$ cat src/rtl/stim_seq_pkg.sv
// Shared types and defaults for the stim_seq word generator.
package stim_seq_pkg;

  typedef enum logic [1:0] {
    IDLE    = 2'd0,
    RUN     = 2'd1,
    DONE_ST = 2'd2
  } state_t;

  localparam int STIM_SEQ_N_DEF = 4;

endpackage

$ cat src/rtl/stepcnt.sv
// N-bit step counter with synchronous clear, enable, and terminal-count flag.
// Enabling the counter at the terminal count wraps it back to zero.
module stepcnt #(
  parameter int            N     = 4,
  parameter logic [N-1:0]  LIMIT = {N{1'b1}}
) (
  input  logic         clk_i,
  input  logic         rst_i,
  input  logic         clr_i,
  input  logic         en_i,
  output logic [N-1:0] q_o,
  output logic         tc_o
);

  logic [N-1:0] q_q;
  logic [N-1:0] q_d;
  logic         tc;

  assign tc = (q_q == LIMIT);

  always_comb begin
    q_d = q_q;
    if (clr_i) begin
      q_d = '0;
    end else if (en_i) begin
      q_d = tc ? '0 : q_q + 1'b1;
    end
  end

  always_ff @(posedge clk_i or posedge rst_i) begin
    if (rst_i) begin
      q_q <= '0;
    end else begin
      q_q <= q_d;
    end
  end

  assign q_o  = q_q;
  assign tc_o = tc;

endmodule

$ cat src/rtl/stim_seq.sv
// Stimulus word sequencer: emits X=0..LIMIT under a valid/ready handshake.
// Define STIM_SEQ_WRAP_EN to wrap X back to 0 at LIMIT instead of finishing.
module stim_seq
  import stim_seq_pkg::*;
#(
  parameter int           N     = STIM_SEQ_N_DEF,
  parameter logic [N-1:0] LIMIT = {N{1'b1}}
) (
  input  logic         CLK,
  input  logic         RESET,
  input  logic         START,
  input  logic         STOP,
  input  logic         READY,
  output logic [N-1:0] X,
  output logic         VALID,
  output logic         DONE,
  output logic [N:0]   XFER_CNT
);

  state_t       state_q, state_d;
  logic         valid_q, valid_d;
  logic         done_q,  done_d;
  logic [N:0]   cnt_q,   cnt_d;
  logic         x_clr;
  logic         x_en;
  logic         x_tc;
  logic         xfer;

  function automatic logic [N:0] sat_inc(input logic [N:0] v);
    return (&v) ? v : v + 1'b1;
  endfunction

  assign xfer = valid_q & READY;

  stepcnt #(
    .N     (N),
    .LIMIT (LIMIT)
  ) u_xcnt (
    .clk_i (CLK),
    .rst_i (RESET),
    .clr_i (x_clr),
    .en_i  (x_en),
    .q_o   (X),
    .tc_o  (x_tc)
  );

  always_comb begin
    state_d = state_q;
    valid_d = valid_q;
    done_d  = done_q;
    cnt_d   = cnt_q;
    x_clr   = 1'b0;
    x_en    = 1'b0;

    case (state_q)
      IDLE: begin
        valid_d = 1'b0;
        done_d  = 1'b0;
        if (!STOP && START) begin
          state_d = RUN;
          valid_d = 1'b1;
          x_clr   = 1'b1;
          cnt_d   = '0;
        end
      end

      RUN: begin
        valid_d = 1'b1;
        done_d  = 1'b0;
        // STOP discards any transfer offered on the same edge
        if (STOP) begin
          state_d = IDLE;
          valid_d = 1'b0;
          x_clr   = 1'b1;
        end else if (xfer) begin
          cnt_d = sat_inc(cnt_q);
`ifdef STIM_SEQ_WRAP_EN
          x_en  = 1'b1;
`else
          if (x_tc) begin
            state_d = DONE_ST;
            valid_d = 1'b0;
            done_d  = 1'b1;
          end else begin
            x_en = 1'b1;
          end
`endif
        end
      end

      DONE_ST: begin
        valid_d = 1'b0;
        done_d  = 1'b1;
        if (STOP) begin
          state_d = IDLE;
          done_d  = 1'b0;
        end else if (START) begin
          state_d = RUN;
          valid_d = 1'b1;
          done_d  = 1'b0;
          x_clr   = 1'b1;
          cnt_d   = '0;
        end
      end

      default: begin
        state_d = IDLE;
        valid_d = 1'b0;
        done_d  = 1'b0;
      end
    endcase
  end

  always_ff @(posedge CLK or posedge RESET) begin
    if (RESET) begin
      state_q <= IDLE;
      valid_q <= 1'b0;
      done_q  <= 1'b0;
      cnt_q   <= '0;
    end else begin
      state_q <= state_d;
      valid_q <= valid_d;
      done_q  <= done_d;
      cnt_q   <= cnt_d;
    end
  end

  assign VALID    = valid_q;
  assign DONE     = done_q;
  assign XFER_CNT = cnt_q;

endmodule
$ cat config.mk
export PLATFORM = sky130hd
export DESIGN_NAME = stim_seq
export DESIGN_NICKNAME = d
export VERILOG_FILES = /design/src/rtl/stim_seq_pkg.sv /design/src/rtl/stepcnt.sv /design/src/rtl/stim_seq.sv
export SDC_FILE = /design/constraint.sdc
export NUM_CORES = 1
export LEC_CHECK = 0
export CAP_MARGIN = 15
export CORE_MARGIN = 1.5
export CORE_UTILIZATION = 34
export CTS_CLUSTER_SIZE = 14
export DETAILED_ROUTE_END_ITERATION = 16
export PLACE_DENSITY = 0.63
export SLEW_MARGIN = 20
export SYNTH_ARGS = -nofsm -noshare
export SYNTH_HDL_FRONTEND = slang
export SYNTH_SLANG_ARGS = --single-unit
export TNS_END_PERCENT = 30
$ cat constraint.sdc
create_clock -name CLK -period 4.44 [get_ports CLK]
set_clock_uncertainty 0.05 [all_clocks]
set_input_delay 0.888 -clock CLK [delete_from_list [all_inputs] [get_ports CLK]]
set_output_delay 0.888 -clock CLK [all_outputs]
set_load 0.03 [all_outputs]
# After elaboration in Yosys (flattened, before gate mapping)
# Index checks and enable logic that the tools add are counted.
# Widths: inputs -> output; s select.
[word_totals] reg_bits=13 output_inout_bits=11
[classes] add_sub_neg=2 n_eq_ne=12 mux=35 bitwise=1 n_reduce_logical=8
[ops] cell="$mux 5" count=6
[ops] cell="$mux 1" count=15
[ops] cell="$pmux 5 s3" count=1
[ops] cell="$mux 2" count=6
[ops] cell="$mux 4" count=3
[ops] cell="$ne 2x2->1 const B" count=6
[ops] cell="$reduce_and 7->1" count=1
[ops] cell="$ne 3x3->1 const B" count=2
[ops] cell="$pmux 1 s3" count=2
[ops] cell="$pmux 2 s3" count=1
[ops] cell="$add 5x1->5 const B" count=1
[ops] cell="$reduce_and 5->1" count=1
[ops] cell="$add 4x1->4 const B" count=1
[ops] cell="$eq 4x4->1 const B" count=1
[ops] cell="$reduce_and 4->1" count=1
[ops] cell="$ne 3x2->1 const B" count=1
[ops] cell="$reduce_bool 3->1" count=1
[ops] cell="$eq 2x1->1 const B" count=1
[ops] cell="$eq 2x2->1 const B" count=1
[ops] cell="$logic_not 2->1" count=1
[ops] cell="$pmux 1 s2" count=1
[ops] cell="$reduce_bool 2->1" count=1
[ops] cell="$and 1x1->1" count=1
[ops] cell="$logic_and 1x1->1" count=1
[ops] cell="$logic_not 1->1" count=1

# Logic depth before layout (Yosys ltp)
# Gate-level depths: netlist of run 1.
[logic_depth] word_depth=7 ltp_mapped=7 mapped_depth_nobuf=7

# By module
# A second synthesis of run 1 with hierarchy kept.
[hier_totals] cells_unflattened=89 hier_area_um2=828.3
[modules_own_cells] mod="stim_seq" instances=1 cells_per_inst=68 area_each_um2=618.1 seq_area_each_um2=225.2
[modules_own_cells] mod="stepcnt" instances=1 cells_per_inst=21 area_each_um2=210.2 seq_area_each_um2=100.1

# Worst setup path before layout of run 1
# Ideal clock, no wire load.
[synth_path] path_type="reg-to-reg" from="register cnt_q[0], in the netlist XFER_CNT[0]" to="register cnt_q[0], in the netlist XFER_CNT[0]" setup_time_ns=0.124 arrival_time_ns=1.911 setup_slack_ns=2.355 stages_incl_launch_ff=7 path_buffers=0 synth_period_minus_slack_ns=2.085 cell_sequence="dfrtp_1 > ha_1 > and3_1 > ha_1 > or3_4 > and3_1 > a211o_1"
[synth_between] elab_chain_cells=5
[synth_lines] item="start: declaration" line="stim_seq.sv:23" source="logic [N:0] cnt_q, cnt_d;"
[synth_lines] item="start signal: assignment" line="stim_seq.sv:124" source="cnt_q <= cnt_d;"
[synth_lines] item="$add 5x1->5" line="stim_seq.sv:30" source="return (&v) ? v : v + 1'b1;"
[synth_lines] item="$mux 5" line="stim_seq.sv:30"
[synth_lines] item="$mux 5" line="stim_seq.sv:75" source="end else if (xfer) begin"
[synth_lines] item="$mux 5" line="stim_seq.sv:71" source="if (STOP) begin"
[synth_lines] item="$pmux 5 s3" line="stim_seq.sv:55" source="case (state_q)"
# Several ways; a longest one is shown, not always the timed one. The select of a mux whose other input is x is not followed.
# A chain may end at the register's enable or synchronous reset.

# Final worst setup path of run 1
[layout_path] from="register cnt_q[0], in the netlist XFER_CNT[0]" to="output XFER_CNT[0]"
[layout_lines] item="end: declaration" line="stim_seq.sv:17" source="output logic [N:0] XFER_CNT"
# No word-level cell between the ends.

==> flow_results.xml, run 1 <==
<?xml version="1.0" encoding="UTF-8"?>
<metrics>
  <group name="sta">
    <metric name="layout_min_cycle_time" unit="ns">2.363</metric>
    <metric name="setup-violations-final" unit="">0</metric>
    <metric name="rsz0062_at_grt" unit="">false</metric>
    <metric name="final_hold_viol_count" unit="">0</metric>
    <metric name="worst_pin_slew" unit="ns">0.5012</metric>
    <metric name="rel_slew_slack" unit="">0.6655</metric>
    <metric name="finalSetupTns" unit="ns">0</metric>
    <metric name="final_max_slew_viol_count" unit="">0</metric>
    <metric name="max_freq" unit="MHz">423.2</metric>
    <metric name="postLayoutSetupSlackWorst" unit="ns">2.077</metric>
    <metric name="min_period_over_period" unit="">0.5322</metric>
  </group>
  <group name="power">
    <metric name="total_leakage_power" unit="nW">0.4445</metric>
    <metric name="cellPowerDensity" unit="nW/µm²">528.1</metric>
    <metric name="ir_worst_vdd" unit="µV">332.5</metric>
  </group>
  <group name="logic_synthesis">
    <metric name="synthArstFlopShare" unit="">1.000</metric>
    <metric name="biggest_area_contributors_in_the_synthesized_netlist" unit="">sky130_fd_sc_hd__dfrtp_1, sky130_fd_sc_hd__ha_1, sky130_fd_sc_hd__a21oi_1, sky130_fd_sc_hd__nand2_1, sky130_fd_sc_hd__nor2_1</metric>
    <metric name="synth_area_per_cell" unit="µm²">9.583</metric>
    <metric name="ys_dominant_reg_cell" unit="">sky130_fd_sc_hd__dfrtp_1</metric>
    <metric name="ys_ff_latch" unit="">13</metric>
    <metric name="synth_cell_types" unit="">37</metric>
    <metric name="synth.yosys.seq_area_share" unit="">0.3994</metric>
    <metric name="synth_area_leader_cell" unit="">sky130_fd_sc_hd__dfrtp_1</metric>
    <metric name="synth_enable_flop_cells" unit="">0</metric>
    <metric name="synth_cells" unit="">85</metric>
    <metric name="synth.top_cell.area_share" unit="">0.3994</metric>
    <metric name="synth.net_count" unit="">97</metric>
    <metric name="synth.yosys.warnings" unit="">0</metric>
    <metric name="syn-cell-area" unit="µm²">814.5</metric>
  </group>
  <group name="clock_network">
    <metric name="clockBufferDepth" unit="">2</metric>
    <metric name="cts_buffers" unit="">3</metric>
    <metric name="clk_pin_slew_worst_paths" unit="ns">0.08</metric>
    <metric name="cts.sink_count" unit="">13</metric>
    <metric name="clk_latency" unit="ns">0.27</metric>
    <metric name="clock_tree.root_cell" unit="">sky130_fd_sc_hd__clkbuf_4</metric>
    <metric name="cts_hold_repair_buffers" unit="">0</metric>
    <metric name="cts_tree" unit="">yes</metric>
    <metric name="cts.htree.levels" unit="">1</metric>
    <metric name="cts_setup_buffers" unit="">0</metric>
    <metric name="cts-resized-gates" unit="">0</metric>
  </group>
  <group name="placement">
    <metric name="pre_cts_slack" unit="ns">1.992</metric>
    <metric name="dpl.hpwl" unit="mm">1.232</metric>
    <metric name="port-buffer-count" unit="">15</metric>
    <metric name="routabilityCongestion" unit="">0.7445</metric>
  </group>
  <group name="floorplanning">
    <metric name="die_y" unit="µm">51.95</metric>
    <metric name="design.die.area" unit="µm²">2698</metric>
    <metric name="floorplan.initialDensity" unit="">0.3647</metric>
    <metric name="core.rowCount" unit="">17</metric>
    <metric name="die_width" unit="µm">51.95</metric>
    <metric name="io_pins" unit="">16</metric>
    <metric name="core_area" unit="µm²">2233</metric>
  </group>
  <group name="detailed_routing">
    <metric name="wl" unit="mm">1.628</metric>
    <metric name="drt_iter0_drc" unit="">9</metric>
    <metric name="routed_len_inst" unit="µm">12.62</metric>
    <metric name="detail_route.first_pass.iterations" unit="">4</metric>
    <metric name="drc" unit="">0</metric>
    <metric name="antenna_left" unit="">0</metric>
    <metric name="num_vias" unit="">689</metric>
    <metric name="vias_per_cell" unit="">5.341</metric>
  </group>
  <group name="worst_setup_path">
    <metric name="cp_data_arrival_time" unit="ns">1.43</metric>
    <metric name="worst_setup_path_end_kind" unit="">output port</metric>
    <metric name="critical_path.max_fanout" unit="">6</metric>
    <metric name="timing.critical_path.required" unit="ns">3.50</metric>
    <metric name="worstPathBufferInverterCount" unit="">1</metric>
    <metric name="crit_path_top_delay_cell" unit="">sky130_fd_sc_hd__clkdlybuf4s50_1</metric>
    <metric name="cell_chain_of_the_critical_path" unit="">clkdlybuf4s50_1</metric>
    <metric name="criticalPathCategory" unit="">reg -&gt; out</metric>
    <metric name="cpLargestDelayFamily" unit="">buffers and inverters</metric>
    <metric name="crit_path_max_incr_delay" unit="ns">0.71</metric>
    <metric name="worst_setup_path_start_kind" unit="">register</metric>
  </group>
  <group name="global_routing">
    <metric name="grt-ovfl-total" unit="">0</metric>
    <metric name="grt_pass1_wl" unit="mm">2.815</metric>
    <metric name="number_of_antenna_violations_at_the_first_check_in_global_routing" unit="">0</metric>
    <metric name="global_route.usage.total" unit="">0.1416</metric>
    <metric name="first_global_vias" unit="">679</metric>
    <metric name="maximum_number_of_pins_on_one_net_before_global_route_repair" unit="">14</metric>
  </group>
  <group name="cells_and_area">
    <metric name="insertedDiodeCount" unit="">0</metric>
    <metric name="growth_of_design_area_from_synthesis_to_finish" unit="%">23.35</metric>
    <metric name="mostFrequentLayoutCell" unit="">sky130_fd_sc_hd__clkdlybuf4s50_1</metric>
    <metric name="layout-drive-gt1-share" unit="">0.08911</metric>
    <metric name="layout.cells.most_common_list" unit="">sky130_fd_sc_hd__clkdlybuf4s50_1, sky130_fd_sc_hd__dfrtp_1, sky130_fd_sc_hd__nand2_1, sky130_fd_sc_hd__ha_1</metric>
    <metric name="fin_nets" unit="">114</metric>
  </group>
  <group name="min_path">
    <metric name="worst_min_path_class" unit="">reg -&gt; reg</metric>
  </group>
  <group name="status">
    <metric name="status" unit="">completed</metric>
  </group>
  <group name="job">
    <metric name="timing.max_cap.violations" unit="">0</metric>
  </group>
</metrics>
[state kept, by name (all words and copies together), names as in the netlist]
| name | count |
|---|---|
| DONE | 1 |
| VALID | 1 |
| u_xcnt.q_o | 4 |
| state_q | 2 |
| XFER_CNT | 5 |
[cell families after synthesis]
| kind of cell | share of synthesized area |
|---|---|
| compound gates | 0.1874 |
| xor+xnor | 0.02151 |
| fa+ha+maj | 0.1075 |
| buf+inv | 0.04914 |
| flops | 0.3994 |
| mux | 0.02611 |
| simple gates | 0.2089 |
[metrics by stage]
step	hold WS, ns	cells	instance area, µm²	util	total power, mW
floorplan	0.4907	85	814.5	-	0.3850
global placement	0.4588	125	978.4	0.4381	0.4597
detailed placement	0.4632	125	978.4	0.4381	0.4587
CTS	0.4754	129	1005	0.4499	0.5361
global route	0.5085	129	1005	0.4499	0.5734
finish	0.4768	129	1005	0.4499	0.5306
[Yosys cell counts (2+ instances only)]
cell type                 instances
sky130_fd_sc_hd__a21oi_1          6
sky130_fd_sc_hd__and2_1           2
sky130_fd_sc_hd__and3_1           3
sky130_fd_sc_hd__buf_2            2
sky130_fd_sc_hd__dfrtp_1         13
sky130_fd_sc_hd__ha_1             7
sky130_fd_sc_hd__inv_1            4
sky130_fd_sc_hd__nand2_1          7
sky130_fd_sc_hd__nand3_1          3
sky130_fd_sc_hd__nor2_1           6
sky130_fd_sc_hd__nor3_1           2
sky130_fd_sc_hd__o21ai_0          3
sky130_fd_sc_hd__o41ai_1          2
sky130_fd_sc_hd__xor2_1           2
[layout make-up]
type	count	area, µm²
tap	28	35.03
clock buffer	4	26.28
inverter	5	18.77
fill	227	1229
multi-input combinational	64	449.2
sequential	13	325.3
timing repair buffer	15	150.1
[worst paths after layout]
path | from | end | slack, ns | cells after the start
min | XFER_CNT[3] | XFER_CNT[3] | 0.48 | 1
max reg2reg | XFER_CNT[0] | XFER_CNT[0] | 2.37 | 6
min reg2reg | XFER_CNT[3] | XFER_CNT[3] | 0.48 | 1
max | XFER_CNT[0] | XFER_CNT[0] | 2.08 | 1
max in group asynchronous | RESET | u_xcnt.q_o[2] | 3.12 | 2
min in group asynchronous | RESET | XFER_CNT[3] | 0.88 | 2
[where the power goes]
group | internal, mW | switching [mW]
Sequential | 0.148 | 0.0340
Clock | 0.0348 | 0.0385
Combinational | 0.120 | 0.156
[layer usage]
metal  vias to the layer above  global-route usage  share of wire
li1                        341                   -              -
met1                       323              0.1697           0.48
met2                        25              0.2278           0.47
met3                         0             0.06322          0.057
met4                         0             0.03947              0
met5                         -                   0              0
(Power assumes the default switching activity.)
==> inputs of run 2 (changes only) <==
--- a/config.mk
+++ b/config.mk
@@ -10,7 +10,7 @@
 export CORE_UTILIZATION = 34
 export CTS_CLUSTER_SIZE = 14
 export DETAILED_ROUTE_END_ITERATION = 16
-export PLACE_DENSITY = 0.63
+export PLACE_DENSITY = 0.66
 export SLEW_MARGIN = 20
 export SYNTH_ARGS = -nofsm -noshare
 export SYNTH_HDL_FRONTEND = slang
==> constraint.sdc (replaced) <==
create_clock -name CLK -period 2.1 [get_ports CLK]
set_clock_uncertainty 0.05 [all_clocks]
set_input_delay 0.42 -clock CLK [delete_from_list [all_inputs] [get_ports CLK]]
set_output_delay 0.42 -clock CLK [all_outputs]
set_load 0.03 [all_outputs]
==> run 2 against run 1 <==
Largest cell class unchanged. Sequential power grew 110%. Sequential cell count is the same. Design area grew 1.6%. Critical path depth grew 5. Critical path type is now reg -> reg. Combinational power grew 130%. Highest routed layer unchanged. Core utilization grew 0.73 points. Worst setup slack lost 2.0 ns. Cell count grew 1.6%. First-iteration DRC count grew 22%. Hold slack lost 0.066 ns.
==> flow_results.xml, run 2 (synthesis results as in run 1) <==
<?xml version="1.0" encoding="UTF-8"?>
<metrics>
  <group name="sta">
    <metric name="rsz0062_at_grt" unit="">false</metric>
    <metric name="worst_pin_slew" unit="ns">0.5026</metric>
    <metric name="final_hold_viol_count" unit="">0</metric>
    <metric name="final_max_slew_viol_count" unit="">0</metric>
    <metric name="rel_slew_slack" unit="">0.6645</metric>
    <metric name="max_freq" unit="MHz">496.9</metric>
    <metric name="min_period_over_period" unit="">0.9582</metric>
    <metric name="layout_min_cycle_time" unit="ns">2.012</metric>
    <metric name="setup-violations-final" unit="">0</metric>
    <metric name="finalSetupTns" unit="ns">0</metric>
  </group>
  <group name="floorplanning">
    <metric name="floorplan.initialDensity" unit="">0.3647</metric>
    <metric name="core.rowCount" unit="">17</metric>
    <metric name="core_area" unit="µm²">2233</metric>
    <metric name="die_width" unit="µm">51.95</metric>
    <metric name="die_y" unit="µm">51.95</metric>
    <metric name="io_pins" unit="">16</metric>
    <metric name="design.die.area" unit="µm²">2698</metric>
  </group>
  <group name="worst_setup_path">
    <metric name="worst_setup_path_start_kind" unit="">register</metric>
    <metric name="worst_setup_path_end_kind" unit="">register</metric>
    <metric name="criticalPathCategory" unit="">reg -&gt; reg</metric>
    <metric name="critical_path.max_fanout" unit="">5</metric>
    <metric name="timing.critical_path.required" unit="ns">2.22</metric>
    <metric name="cp_data_arrival_time" unit="ns">2.13</metric>
  </group>
  <group name="detailed_routing">
    <metric name="vias_per_cell" unit="">5.252</metric>
    <metric name="routed_len_inst" unit="µm">12.84</metric>
    <metric name="drt_iter0_drc" unit="">11</metric>
    <metric name="num_vias" unit="">688</metric>
    <metric name="detail_route.first_pass.iterations" unit="">4</metric>
    <metric name="antenna_left" unit="">0</metric>
    <metric name="drc" unit="">0</metric>
    <metric name="wl" unit="mm">1.682</metric>
  </group>
  <group name="power">
    <metric name="cellPowerDensity" unit="nW/µm²">1137</metric>
    <metric name="ir_worst_vdd" unit="µV">688.6</metric>
    <metric name="total_leakage_power" unit="nW">0.4549</metric>
  </group>
  <group name="clock_network">
    <metric name="clock_tree.root_cell" unit="">sky130_fd_sc_hd__clkbuf_4</metric>
    <metric name="cts.htree.levels" unit="">1</metric>
    <metric name="clk_latency" unit="ns">0.28</metric>
    <metric name="cts.sink_count" unit="">13</metric>
    <metric name="cts_hold_repair_buffers" unit="">0</metric>
    <metric name="cts_setup_buffers" unit="">0</metric>
    <metric name="cts-resized-gates" unit="">0</metric>
    <metric name="clockBufferDepth" unit="">2</metric>
    <metric name="cts_buffers" unit="">3</metric>
    <metric name="cts_tree" unit="">yes</metric>
    <metric name="clk_pin_slew_worst_paths" unit="ns">0.08</metric>
  </group>
  <group name="cells_and_area">
    <metric name="fin_nets" unit="">116</metric>
    <metric name="layout.cells.most_common_list" unit="">sky130_fd_sc_hd__clkdlybuf4s50_1, sky130_fd_sc_hd__dfrtp_1, sky130_fd_sc_hd__nand2_1, sky130_fd_sc_hd__ha_1</metric>
    <metric name="layout-drive-gt1-share" unit="">0.1165</metric>
    <metric name="insertedDiodeCount" unit="">0</metric>
    <metric name="final_cell_area" unit="µm²">1021</metric>
    <metric name="largest_register_ff_count" unit="">5</metric>
    <metric name="mostFrequentLayoutCell" unit="">sky130_fd_sc_hd__clkdlybuf4s50_1</metric>
    <metric name="growth_of_design_area_from_synthesis_to_finish" unit="%">25.35</metric>
  </group>
  <group name="job">
    <metric name="timing.max_cap.violations" unit="">0</metric>
  </group>
  <group name="global_routing">
    <metric name="grt_pass1_wl" unit="mm">2.787</metric>
    <metric name="maximum_number_of_pins_on_one_net_before_global_route_repair" unit="">14</metric>
    <metric name="grt-ovfl-total" unit="">0</metric>
    <metric name="number_of_antenna_violations_at_the_first_check_in_global_routing" unit="">0</metric>
    <metric name="global_route.usage.total" unit="">0.1408</metric>
    <metric name="first_global_vias" unit="">647</metric>
  </group>
  <group name="placement">
    <metric name="routabilityCongestion" unit="">0.7754</metric>
    <metric name="post_dp_cell_area" unit="µm²">993.5</metric>
    <metric name="port-buffer-count" unit="">15</metric>
    <metric name="dpl.hpwl" unit="mm">1.269</metric>
  </group>
  <group name="min_path">
    <metric name="worst_min_path_class" unit="">in -&gt; async</metric>
  </group>
  <group name="status">
    <metric name="status" unit="">completed</metric>
  </group>
</metrics>
run 2: cell count changes in the layout (fill, tap and decap cells not counted), sizes merged:
| cell | delta |
|---|---|
| buf | +2 |
run 2: cell type report:
type,count,area [µm²]
Multi-Input combinational cell,64,450.4
Sequential cell,13,325.3
Inverter,5,18.77
Tap cell,28,35.03
Fill cell,228,1212
Timing Repair Buffer,17,165.2
Clock buffer,4,26.28
run 2: where the power goes:
group / internal (mW) / total [mW] / leakage (nW) / switching (mW)
clock network: 0.0737 / 0.155 / 0.0150 / 0.0816
registers: 0.313 / 0.380 / 0.170 / 0.0665
logic: 0.276 / 0.626 / 0.270 / 0.350
run 2: worst max-delay path, stage by stage, from the launching register on:
cell and delay (ns):
sky130_fd_sc_hd__dfrtp_1 0.43, sky130_fd_sc_hd__ha_1 0.23, sky130_fd_sc_hd__and3_1 0.19, sky130_fd_sc_hd__ha_1 0.19, sky130_fd_sc_hd__or3_4 0.40, sky130_fd_sc_hd__and3_1 0.19
sky130_fd_sc_hd__a211o_1 0.22
run 2: worst paths after layout:
path / startpoint / end / slack (ns) / cells past startpoint
worst min-delay path: RESET / XFER_CNT[2] / 0.41 / 2
worst max register to register: XFER_CNT[1] / XFER_CNT[0] / 0.09 / 6
max in group asynchronous: RESET / u_xcnt.q_o[2] / 1.25 / 2
worst min register to register: XFER_CNT[3] / XFER_CNT[3] / 0.48 / 1
min in group CLK: XFER_CNT[3] / XFER_CNT[3] / 0.48 / 1
worst max-delay path: XFER_CNT[1] / XFER_CNT[0] / 0.09 / 6
run 2: metrics by stage:
stage	total power, mW	hold slack (ns)	instances	setup slack (ns)	utilization
6_report	1.161	0.4107	131	0.08771	0.4571
4_1_cts	1.172	0.4209	131	0.09268	0.4566
3_3_place_gp	0.9958	0.4649	127	0.1244	0.4448
5_1_grt	1.253	0.4602	131	0.03452	0.4571
2_1_floorplan	0.8140	0.2470	85	0.01510	-
3_5_place_dp	1.003	0.4648	127	0.1021	0.4448
run 2: metal layers:
metal  vias to the layer above  track usage  routed length [µm]
li1                        348            -                   -
met1                       317       0.1776                 833
met2                        23       0.2194                 743
met3                         0      0.06609                 105
met4                         0      0.02632                   0
met5                         -            0                   0
==> variant, RTL diff (config.mk and constraints of run 1) <==
Build with the macro `STIM_SEQ_WRAP_EN` defined.
--- a/src/rtl/stim_seq.sv
+++ b/src/rtl/stim_seq.sv
@@ -1,5 +1,7 @@
 // Stimulus word sequencer: emits X=0..LIMIT under a valid/ready handshake.
 // Define STIM_SEQ_WRAP_EN to wrap X back to 0 at LIMIT instead of finishing.
+`define STIM_SEQ_WRAP_EN
+
 module stim_seq
   import stim_seq_pkg::*;
 #(
Function: no difference found for any inputs over 10 cycles, from zero or initial values and one cycle with RESET high; that may be too few to reach the edited logic, so the function may still have changed.
==> variant against run 1 <==
Setup slack better by 0.012 ns. Final area down 22%. Non-clock buffer count down 1. Synthesized area down 25%. First-iteration DRC count down 11%. Routed wire length down 27%. Power down 49%. Critical path depth unchanged. Sequential cell count down 2. Count of clock-buffer cells in the layout unchanged.
==> variant: results (changes against run 1) <==
outcome=complete, no violations (unchanged); routability cong.=0.760 (was 0.745); Max VDD drop=0.247 mV (was 0.332 mV); Post-Synth XOR/XNOR Area=0 (was 0.0215); nets@finish=88 (was 114); YS warnings=0 (unchanged); Clock transition at path regs=around 0.070 ns; Total Routed Length=1190 um (was 1630 um); R2R Path End=XFER_CNT[4] (was XFER_CNT[0]); Post-Synthesis Net Count=71 (was 97); main area contributors after synthesis=dfrtp_1 45%, ha_1 6.2%, inv_1 4.3% (was dfrtp_1 40%, ha_1 11%, a21oi_1 3.7%); crit path launch=u_xcnt.q_o[0] (was XFER_CNT[0]); DR vias/cell=4.75 (was 5.34); Worst-Margin Slew=0.512 ns (was 0.501 ns); share of post-route cells with drive strength above 1=0.0633 (was 0.0891); global-route usage over all layers=0.136 (was 0.142); sequential share of the synthesized area=0.452 (was 0.399); Compound-Gate Fraction of Synth Area=0.136 (was 0.187); max reg flops=5 (unchanged); CP Data Arrival Time=1.41 ns (was 1.43 ns); Unique masters post-synth=24 (was 37); port bufs=14 (was 15); Commonest cells post-synth=11 x dfrtp_1, 7 x inv_1, 6 x nand2_1, 6 x nor2_1, 5 x a21oi_1 (was 13 x dfrtp_1, 7 x ha_1, 7 x nand2_1, 6 x a21oi_1, 6 x nor2_1); final hold slack=0.509 ns (was 0.477 ns); mux contribution to synthesized area=0.0329 (was 0.0261); First DRT Iteration DRCs=8 (was 9); largest net degree at the start of global routing=12 (was 14); detailed placer's ending HPWL=859 um (was 1230 um); CP Capture Point=X[0] (was XFER_CNT[0]); R2R Setup Slk=2.47 ns (was 2.37 ns); vias in the first global route=444 (was 679); first-pass GRT wire length=1950 um (was 2820 um); leak pwr=0.000348 uW (was 0.000444 uW); # fillers=172 (was 227); number of antenna violations at the first check in global routing=0 (unchanged); adder-cell area share of the yosys netlist=0.0616 (was 0.108)
variant: cell families after synthesis:
family,count (synthesis)
buf+inv,9
mux,2
fa+ha+maj,3
flops,11
compound gates,13
simple gates,24
other cells,1
variant: final cells by class:
class | instances | area share
multi-input combinational | 43 | 0.367
tap | 25 | 0.0397
timing repair buffer | 14 | 0.178
sequential | 11 | 0.349
clock buffer | 4 | 0.0333
inverter | 7 | 0.0333
variant: per-stage QoR:
step                      power, uW  setup slack [ns]  std cells  cell area (um^2)
final                           272              2.09        104               788
after floorplan                 173              2.48         63               609
after CTS                       278              2.07        104               788
after global routing            289              2.03        104               788
after detailed placement        206              1.93        100               762
after global placement          206              1.97        100               762
variant: how the worst min path moves through the flow:
stage | from | end | cells past startpoint
floorplan | state_q[0] | VALID | 2
global placement | XFER_CNT[4] | XFER_CNT[4] | 2
detailed placement | XFER_CNT[4] | XFER_CNT[4] | 2
CTS | XFER_CNT[4] | XFER_CNT[4] | 2
global route | XFER_CNT[4] | XFER_CNT[4] | 2
finish | XFER_CNT[4] | XFER_CNT[4] | 2
variant: where the power goes:
part / internal, uW / switching [uW] / leakage (uW)
Clock: 34.7 / 32.6 / 0.0000150
Combinational: 32.8 / 43.4 / 0.000186
Sequential: 112 / 16.4 / 0.000147
variant: routing by layer:
layer  track usage  vias to the layer above  part of all wire
li1              -                      253                 -
met1         0.171                      227              0.47
met2         0.211                       14              0.49
met3        0.0480                        0             0.040
met4        0.0529                        0                 0
met5             0                        -                 0
